## src/rtl/score_arb_pkg.sv

```systemverilog
// Shared types, default widths and sizing helper for the score arbiter.
package score_arb_pkg;

    typedef enum logic [1:0] {
        IDLE  = 2'd0,
        ISSUE = 2'd1,
        WAIT  = 2'd2,
        RESP  = 2'd3
    } state_t;

    localparam int FW_DEF = 8;
    localparam int SW_DEF = 16;

    // Id width never drops below one bit so N=1 still has a legal port.
    function automatic int id_w(input int n);
        return (n <= 2) ? 1 : $clog2(n);
    endfunction

endpackage

```

## src/rtl/score_arbiter_rr_pick.sv

```systemverilog
// Combinational round-robin picker: first valid requester at or above ptr, wrapping at N.
module rr_pick
    import score_arb_pkg::*;
#(
    parameter  int N   = 4,
    localparam int IDW = id_w(N)
) (
    input  logic [N-1:0]   valid,
    input  logic [IDW-1:0] ptr,
    output logic [IDW-1:0] grant,
    output logic           any_valid
);

    // Scan from the farthest slot back toward ptr so the nearest hit wins.
    always_comb begin
        int s;
        grant = '0;
        s     = 0;
        for (int k = N - 1; k >= 0; k--) begin
            s = int'(ptr) + k;
            s = (s >= N) ? s - N : s;
            if (valid[s]) begin
                grant = IDW'(s);
            end else begin
                grant = grant;
            end
        end
        any_valid = |valid;
    end

endmodule

```

## src/rtl/score_arbiter.sv

```systemverilog
// Round-robin arbiter sharing one start/done scoring unit among N requesters.
// Optional scorer watchdog (rsp_err on expiry) enabled by defining SCORE_ARB_TIMEOUT_EN.
module score_arbiter
    import score_arb_pkg::*;
#(
    parameter  int N       = 4,
    parameter  int FW      = FW_DEF,
    parameter  int SW      = SW_DEF,
    parameter  int TIMEOUT = 64,
    localparam int IDW     = id_w(N)
) (
    input  logic            clk,
    input  logic            rst,
    input  logic [N-1:0]    req_valid,
    output logic [N-1:0]    req_ready,
    input  logic [N*FW-1:0] req_age,
    input  logic [N*FW-1:0] req_iq,
    input  logic [N*FW-1:0] req_shoesize,
    output logic            scr_start,
    output logic [FW-1:0]   scr_age,
    output logic [FW-1:0]   scr_iq,
    output logic [FW-1:0]   scr_shoesize,
    input  logic            scr_done,
    input  logic [SW-1:0]   scr_score,
    output logic            rsp_valid,
    input  logic            rsp_ready,
    output logic [IDW-1:0]  rsp_id,
    output logic [SW-1:0]   rsp_score,
    output logic            rsp_err
);

    state_t         state, state_nx;
    logic [IDW-1:0] g, g_nx;
    logic [IDW-1:0] ptr, ptr_nx;
    logic [IDW-1:0] pick;
    logic           any_valid;
    logic [N-1:0]   req_ready_nx;
    logic           scr_start_nx;
    logic [FW-1:0]  age_nx, iq_nx, shoe_nx;
    logic           rsp_valid_nx, rsp_err_nx;
    logic [IDW-1:0] rsp_id_nx;
    logic [SW-1:0]  rsp_score_nx;
`ifdef SCORE_ARB_TIMEOUT_EN
    localparam int CW = $clog2(TIMEOUT + 1);
    logic [CW-1:0]  cnt, cnt_nx;
`endif

    rr_pick #(.N(N)) u_pick (
        .valid     (req_valid),
        .ptr       (ptr),
        .grant     (pick),
        .any_valid (any_valid)
    );

    // Next-state and next-output decode; outputs are registered so they follow the state.
    always_comb begin
        state_nx     = state;
        g_nx         = g;
        ptr_nx       = ptr;
        req_ready_nx = '0;
        scr_start_nx = 1'b0;
        age_nx       = scr_age;
        iq_nx        = scr_iq;
        shoe_nx      = scr_shoesize;
        rsp_valid_nx = rsp_valid;
        rsp_id_nx    = rsp_id;
        rsp_score_nx = rsp_score;
        rsp_err_nx   = rsp_err;
`ifdef SCORE_ARB_TIMEOUT_EN
        cnt_nx       = cnt;
`endif
        case (state)
            IDLE: begin
                if (any_valid) begin
                    state_nx           = ISSUE;
                    g_nx               = pick;
                    req_ready_nx[pick] = 1'b1;
                    scr_start_nx       = 1'b1;
                    age_nx             = req_age[int'(pick)*FW +: FW];
                    iq_nx              = req_iq[int'(pick)*FW +: FW];
                    shoe_nx            = req_shoesize[int'(pick)*FW +: FW];
                end else begin
                    state_nx = IDLE;
                end
            end
            ISSUE: begin
                state_nx = WAIT;
                // Explicit compare instead of a modulo: N need not be a power of two.
                ptr_nx   = (g == IDW'(N - 1)) ? '0 : g + IDW'(1);
`ifdef SCORE_ARB_TIMEOUT_EN
                cnt_nx   = '0;
`endif
            end
            WAIT: begin
                if (scr_done) begin
                    state_nx     = RESP;
                    rsp_valid_nx = 1'b1;
                    rsp_id_nx    = g;
                    rsp_score_nx = scr_score;
`ifdef SCORE_ARB_TIMEOUT_EN
                end else if (cnt == CW'(TIMEOUT - 1)) begin
                    state_nx     = RESP;
                    rsp_valid_nx = 1'b1;
                    rsp_id_nx    = g;
                    rsp_score_nx = '0;
                    rsp_err_nx   = 1'b1;
                end else begin
                    cnt_nx = cnt + CW'(1);
                end
`else
                end else begin
                    state_nx = WAIT;
                end
`endif
            end
            RESP: begin
                if (rsp_ready) begin
                    state_nx     = IDLE;
                    rsp_valid_nx = 1'b0;
                    rsp_err_nx   = 1'b0;
                end else begin
                    state_nx = RESP;
                end
            end
            default: begin
                state_nx = IDLE;
            end
        endcase
    end

    // State and output registers; rst abandons any transaction in flight.
    always_ff @(posedge clk) begin
        if (rst) begin
            state        <= IDLE;
            g            <= '0;
            ptr          <= '0;
            req_ready    <= '0;
            scr_start    <= 1'b0;
            scr_age      <= '0;
            scr_iq       <= '0;
            scr_shoesize <= '0;
            rsp_valid    <= 1'b0;
            rsp_id       <= '0;
            rsp_score    <= '0;
            rsp_err      <= 1'b0;
`ifdef SCORE_ARB_TIMEOUT_EN
            cnt          <= '0;
`endif
        end else begin
            state        <= state_nx;
            g            <= g_nx;
            ptr          <= ptr_nx;
            req_ready    <= req_ready_nx;
            scr_start    <= scr_start_nx;
            scr_age      <= age_nx;
            scr_iq       <= iq_nx;
            scr_shoesize <= shoe_nx;
            rsp_valid    <= rsp_valid_nx;
            rsp_id       <= rsp_id_nx;
            rsp_score    <= rsp_score_nx;
            rsp_err      <= rsp_err_nx;
`ifdef SCORE_ARB_TIMEOUT_EN
            cnt          <= cnt_nx;
`endif
        end
    end

endmodule

```

## config.mk

```make
export PLATFORM = sky130hd
export DESIGN_NAME = score_arbiter
export DESIGN_NICKNAME = d
export VERILOG_FILES = /design/src/rtl/score_arb_pkg.sv /design/src/rtl/score_arbiter_rr_pick.sv /design/src/rtl/score_arbiter.sv
export SDC_FILE = /design/constraint.sdc
export NUM_CORES = 1
export LEC_CHECK = 0
export ABC_CLOCK_PERIOD_IN_PS = 2800
export CAP_MARGIN = 20
export CORE_ASPECT_RATIO = 1.75
export CORE_UTILIZATION = 39
export DETAILED_ROUTE_END_ITERATION = 8
export GPL_ROUTABILITY_DRIVEN = 0
export PLACE_DENSITY_LB_ADDON = 0.1
export SLEW_MARGIN = 20
export SYNTH_ARGS = -nofsm -noshare
export SYNTH_HDL_FRONTEND = slang
export SYNTH_SLANG_ARGS = --single-unit
export TNS_END_PERCENT = 20
```

## constraint.sdc

```tcl
create_clock -name clk -period 2.8 [get_ports clk]
set_input_delay 0.56 -clock clk [delete_from_list [all_inputs] [get_ports clk]]
set_output_delay 0.56 -clock clk [all_outputs]
set_load 0.005 [all_outputs]
```

==> metrics.md, run 1 <==
| Metric | Value |
|---|---|
| Power per cell area | `~530 nW/um^2` |
| Gr ovfl total | `0` |
| Post_cts resized | `0` |
| M2 GR Usage | `approximately 43%` |
| DRT Pass-1 Iters | `4` |
| Crit Path Class | `in2reg` |
| Fin crit share | `81.28%` |
| Hold Path Class | `reg2reg` |
| Filler cell count | `697` |
| Synth top area share | `35.51%` |
| ANT cells | `0` |
| Layout cell share with drive strength beyond 1 | `9.746%` |
| Met3 Track Usage GR | `~4.5%` |
| Die Y | `118.9 um` |
| Critical Path Max Stage Delay | `0.64 ns` |
| Min Tclk post-route | `2.276 ns` |
| Synthesis-stage register bit count | `54` |
| Final ANT Viol Nets | `0` |
| Fin util | `63.51%` |
| Final Routed Wirelength | `9.594 mm` |
| DR vias | `3,188` |
| Arrival @ worst endpoint | `2.45 ns` |
| Vias in the first global route | `3,082` |
| Standard-cell rows | `42` |
| Total CTS buffers | `5` |
| Final Hold Viols | `0` |
| Crit end category | `register` |
| Clk_skew | `approximately 0.0063 ns` |
| Met1 Track Usage GR | `~25%` |
| Clk root buf | `clkbuf_16` |
| WL/cell | `17.13 um` |
| Num Clock Sinks | `54` |
| Die footprint | `8177 sq um` |
| LEAKAGE | `between 1.5 and 2 nW` |
| Fin Setup TNS | `0 ns` |
| Required @ worst endpoint | `a little under 3 ns` |
| Reg clk slew, reported paths | `0.07 ns` |
| Syn Nets | `between 400 and 500` |
| CTS Hold Bufs | `0` |
| Fmax achieved | `439.4 MHz` |
| Unique cell type count in the Yosys netlist | `44` |
| Cell taking the most area after synthesis | `dfxtp_1` |
| Post-Syn Instances | `roughly 330` |
| Initial antenna violation count | `0` |
| Worst Path Max Fanout | `25` |
| Final Non-Filler Cells | `560` |
| Final net count | `592` |
| Global-route wire length before repair | `14.47 mm` |
| Core Area | `between 7000 and 8000 sq um` |
| Unrepaired setup endpoints after global routing | `false` |
| Cells after DPL | `552` |
| Hold_ws | `0.4542 ns` |
| Status | `finished, final reports clean` |
| Post-synthesis sequential area ratio | `35.51%` |
| IO Count | `169` |
| Clk_lat worst skew | `0.29 ns` |
| Ys Warns | `0` |
| Buffers added on ports | `167` |
| Tot GR Track Use | `between 20% and 30%` |
| Largest net degree at the start of global routing | `52` |
| H-tree levels | `2` |
| Final setup fails | `0` |
| Initial Util | `40.23%` |
| Clock Tree Buf Depth | `2` |
| DRC violations left | `0` |
| CP cell instances | `clkdlybuf4s50_1 -> and4b_1 -> a211o_4 -> a221oi_1 -> o22ai_1` |
| Die X | `68.79 um` |
| Pins Over Slew Limit | `0` |
| Via density | `5.693` |
| Tightest Pin Transition | `0.7730 ns` |
| GR peak layer | `met2` |
| Synthesized area per cell | `9.338 sq um` |
| Max Cap Violations | `0` |
| Initial DRC Count | `203` |
| CP Launch Type | `primary input` |
| Post-CTS Repair Setup Buffers | `0` |
| Cell Area, Synth | `about 3000 sq um` |
| Final HPWL DP | `around 6.8 mm` |
| Maximum VDD drop | `between 0.4 and 0.5 mV` |
| CTS tree | `yes` |
| Top post-synthesis cells by area | `dfxtp_1 (36%), a221oi_2 (9.4%), mux2i_1 (8.5%)` |
| Synth-to-layout area growth | `57.87%` |
| CP max stage cell | `clkdlybuf4s50_1` |
| Max_slew headroom | `a little under 50%` |
==> path summary, 6_finish.rpt <==
path	start	end	slack, ns	cells after the start
hold / removal	rsp_score[2]	rsp_score[2]	0.45	2
hold reg to reg	rsp_score[2]	rsp_score[2]	0.45	2
setup reg to reg	ptr[1]	scr_age[6]	0.94	4
setup / recovery	req_valid[3]	scr_age[6]	0.52	5
==> cell usage in the layout (no fill, tap or decap), types with 2 or more instances in the layout <==
cell type / Yosys / routed
o21ai_0: 28 / 28
clkbuf_16: 0 / 5
nand2_1: 42 / 42
nor3_1: 2 / 2
clkinv_2: 0 / 2
a221oi_1: 5 / 5
o22ai_1: 24 / 24
or2_2: 2 / 2
and3_1: 3 / 3
inv_1: 3 / 3
dfxtp_1: 54 / 54
nor2_1: 8 / 8
a21oi_1: 26 / 26
o2111ai_1: 24 / 24
buf_4: 4 / 6
a221oi_2: 19 / 19
buf_12: 2 / 3
mux2i_1: 26 / 26
a31oi_1: 2 / 2
clkdlybuf4s50_1: 0 / 167
==> cell usage after synthesis, drive strengths merged <==
cell type / count
ha: 1
or3b: 1
nand3b: 1
nor4: 1
clkbuf: 15
or2: 2
o22ai: 24
dlymetal6s2s: 3
and3: 3
nor2b: 2
dfxtp: 54
nor3: 3
o21ai: 29
mux2i: 26
a221o: 1
a21oi: 26
buf: 18
nand3: 1
nor2: 8
or3: 2
a211o: 1
and4b: 1
a221oi: 24
o221ai: 2
a31oi: 2
a21boi: 1
conb: 1
nand2b: 1
nand2: 42
dlygate4sd1: 2
o2111ai: 24
o221a: 1
inv: 3
==> metrics by stage <==
step / setup slack [ns] / cell area, sq um / power [W]
after global routing: 0.4247 / 4806 / 0.002679
after floorplan: 0.9717 / 3044 / 0.001429
after global placement: 0.2858 / 4641 / 0.001843
after CTS: 0.5647 / 4806 / 0.002570
final: 0.5242 / 4806 / 0.002540
after detailed placement: 0.2516 / 4641 / 0.001864
==> kinds of logic after synthesis <==
logic type | share of synthesized area [%]
AOI/OAI and AO/OA | 34.94
adders and majority gates | 0.4109
buffers and inverters | 10.11
DFF | 35.51
muxes | 8.549
other | 0.1232
and+or+nand+nor | 10.36
==> worst max-delay path: cells and delay by family <==
kind / cells / cell delay, ns
compound gates: 3 / 0.98
buf+inv: 1 / 0.64
simple gates: 1 / 0.25
==> state kept, by name, indices dropped and copies added, names as in the netlist, 2 cells and up <==
signal and flops:
rsp_id 2, scr_shoesize 8, g 2, scr_age 8, scr_iq 8, rsp_score 16
req_ready 4, state 2, ptr 2
==> routing by layer <==
metal  wire length, um  part of all wire [%]
met4               297                   3.1
met5                 0                     0
met1              3629                    38
met3               620                   6.5
met2              5046                    53
==> where the power goes <==
part	internal (W)	switching [W]
registers	0.000868	0.0000792
clock network	0.000419	0.000276
logic	0.000508	0.000389
total	0.00180	0.000744
==> final cells by class <==
class | instances | area, sq um | share of cell area [%]
Clock buffer | 5 | 125.1 | 2.603
Clock inverter | 3 | 40.04 | 0.8331
Inverter | 3 | 11.26 | 0.2343
Multi-Input combinational cell | 231 | 1662 | 34.57
Sequential cell | 54 | 1081 | 22.49
Tap cell | 88 | 110.1 | 2.291
Timing Repair Buffer | 176 | 1777 | 36.97
(Power assumes the default switching activity.)
==> run 2, diff against run 1 <==
ABC_CLOCK_PERIOD_IN_PS = 1900   (was 2800)
CORE_UTILIZATION = 35   (was 39)
clock period = 1.9 ns   (was 2.8 ns; I/O delays follow)
==> run 2 against run 1 <==
Worst hold slack improved by 0.00096 ns. Routed wire length increased by 8.3%. Critical path depth increased by 1. Die area increased by 11%. Power increased by 50%. Worst setup slack got worse by 0.39 ns. Sequential share of layout area decreased by 1.5 points. Register-to-register slack got worse by 0.81 ns. First-iteration DRC count decreased by 25%. Sequential cell count unchanged. Final cell count increased by 9.3%. Non-clock buffer count increased by 26.
==> metrics.md, run 2 (same netlist as run 1, synthesis figures left out) <==
| Metric | Value |
|---|---|
| Largest register FFs | `16` |
| IO Count | `169` |
| Crit end category | `register` |
| Final ANT Viol Nets | `0` |
| Pins Over Slew Limit | `0` |
| Fin worst setup slack | `0.1293 ns` |
| GR peak layer | `met2` |
| Total CTS buffers | `5` |
| Final Routed Wirelength | `10.39 mm` |
| Flop pwr share | `36.6%` |
| M2 GR Usage | `43.10%` |
| Tot GR Track Use | `22.76%` |
| Worst Path Max Fanout | `11` |
| Die footprint | `about 9100 sq um` |
| CTS tree | `yes` |
| Reg clk slew, reported paths | `around 0.060 ns` |
| Required @ worst endpoint | `between 2 and 2.5 ns` |
| Met1 Track Usage GR | `24.15%` |
| Min Tclk post-route | `1.771 ns` |
| Area after DPL | `4915 sq um` |
| DR vias | `3,269` |
| Clk network pwr share | `23.1%` |
| Vias in the first global route | `between 3k and 4k` |
| Die X | `72.50 um` |
| Clk_skew | `0.004841 ns` |
| Core Area | `8368 sq um` |
| Gr ovfl total | `0` |
| Unrepaired setup endpoints after global routing | `false` |
| Power per cell area | `~740 nW/um^2` |
| Synth-to-layout area growth | `69.67%` |
| Design area | `5165 sq um` |
| Fin crit share | `93.19%` |
| CP max stage cell | `or3b_1` |
| Internal power | `0.002666 W` |
| Buffers added on ports | `167` |
| Cells after DPL | `between 600 and 700` |
| CP delay by family, top | `buffers and inverters` |
| Maximum VDD drop | `0.6488 mV` |
| Largest net degree at the start of global routing | `between 50 and 60` |
| Global-route wire length before repair | `16.17 mm` |
| WL/cell | `16.97 um` |
| Clock Tree Buf Depth | `2` |
| Layout cell share with drive strength beyond 1 | `15.29%` |
| Via density | `5.342` |
| Critical Path Max Stage Delay | `0.42 ns` |
| Initial DRC Count | `152` |
| Crit Path Class | `in2reg` |
| DRC violations left | `0` |
| CTS Hold Bufs | `0` |
| Final Hold Viols | `0` |
| Arrival @ worst endpoint | `~1.9 ns` |
| Switching share of power | `30.09%` |
| H-tree levels | `2` |
| Pre-CTS setup slack | `-0.3753 ns` |
| Multi-input logic area | `1693 sq um` |
| Die Y | `~130 um` |
| Worst Path Buf+Inv | `2` |
| ANT cells | `0` |
| Final HPWL DP | `~7.3 mm` |
| Met3 Track Usage GR | `4.271%` |
| Clk root buf | `clkbuf_16` |
| Filler cell count | `734` |
| Fin Setup TNS | `0 ns` |
| Register area | `1082 sq um` |
| Num Clock Sinks | `54` |
| Final Non-Filler Cells | `612` |
| Status | `finished, final reports clean` |
| Final net count | `618` |
| Switch Pwr | `0.001147 W` |
| Standard-cell rows | `44` |
| DRT Pass-1 Iters | `4` |
| Hold Path Class | `reg2reg` |
| CP cell instances | `dlygate4sd2_1 -> or3b_1 -> o221ai_4 -> bufbuf_16 -> mux2i_1 -> o22ai_1` |
| LEAKAGE | `1.930 nW` |
| Biggest register | `rsp_score` |
| Fmax achieved | `564.8 MHz` |
| Reg2reg setup slack | `0.13 ns` |
| Most frequent cells in the layout | `clkdlybuf4s50_1 (163), dfxtp_1 (53), nand2_1 (42)` |
| Final setup fails | `0` |
| Initial Util | `36.38%` |
| Initial antenna violation count | `0` |
| Commonest non-fill, non-tap cell in the layout | `clkdlybuf4s50_1` |
| Max Cap Violations | `0` |
| CP Launch Type | `primary input` |
| Combinational power share | `between 40% and 50%` |
| Clk_lat worst skew | `0.29 ns` |
## run 2: cell count changes in the layout (fill, tap and decap cells not counted), moves of 3 or more
cell             before  now
buf_4                 6   23
buf_12                3    9
clkdlybuf4s50_1     167  163
dlygate4sd2_1         0    3
## run 2: worst paths after layout
kind	startpoint	depth (start not counted)	end
max	req_valid[2]	6	scr_iq[1]
min	rsp_score[13]	2	rsp_score[13]
max reg2reg	ptr[0]	5	scr_age[6]
min reg2reg	rsp_score[13]	2	rsp_score[13]
## run 2: what timing repair did
action,in CTS,in global routing
buffers inserted,0,2
gates resized for setup,5,8
pin swaps,0,2
setup endpoints to repair,23,20
gates cloned,2,0
## run 2: layer usage
| metal | vias up | wire (um) | part of all wire (%) |
|---|---|---|---|
| met5 | - | 0 | 0 |
| met4 | 0 | 222 | 2.1 |
| met3 | 14 | 656 | 6.3 |
| met2 | 133 | 5568 | 54 |
| met1 | 1522 | 3939 | 38 |
| li1 | 1600 | - | - |
## run 2: through the flow
step                      hold WS, ns  util, %  power [W]
after floorplan                0.4488        -   0.002106
after global placement         0.4407    58.73   0.002855
after detailed placement       0.4491    58.73   0.002881
after CTS                      0.4562    61.20   0.003828
after global routing           0.4694    61.72   0.004017
final                          0.4552    61.72   0.003813
## run 2: worst reg2reg max path: stages (launching register included)
cell	delay, ns
dfxtp_1	0.53
nor2b_2	0.11
a211o_4	0.41
buf_4	0.18
a221oi_1	0.30
o22ai_1	0.12
## run 2: power groups by stage
| stage | combinational (W) | sequential, W | clock (W) |
|---|---|---|---|
| global route | 0.00165 | 0.00142 | 0.000948 |
| global placement | 0.00144 | 0.00141 | 0 |
| finish | 0.00154 | 0.00140 | 0.000880 |
| detailed placement | 0.00146 | 0.00142 | 0 |
| floorplan | 0.000709 | 0.00140 | 0 |
| CTS | 0.00152 | 0.00139 | 0.000913 |
## run 2: cell type report
class,count,share of cell area (%)
tap,115,2.786
sequential,54,20.95
clock inverter,2,0.1938
clock buffer,5,2.422
inverter,3,0.2180
multi-input combinational,231,32.78
timing repair buffer,202,40.65
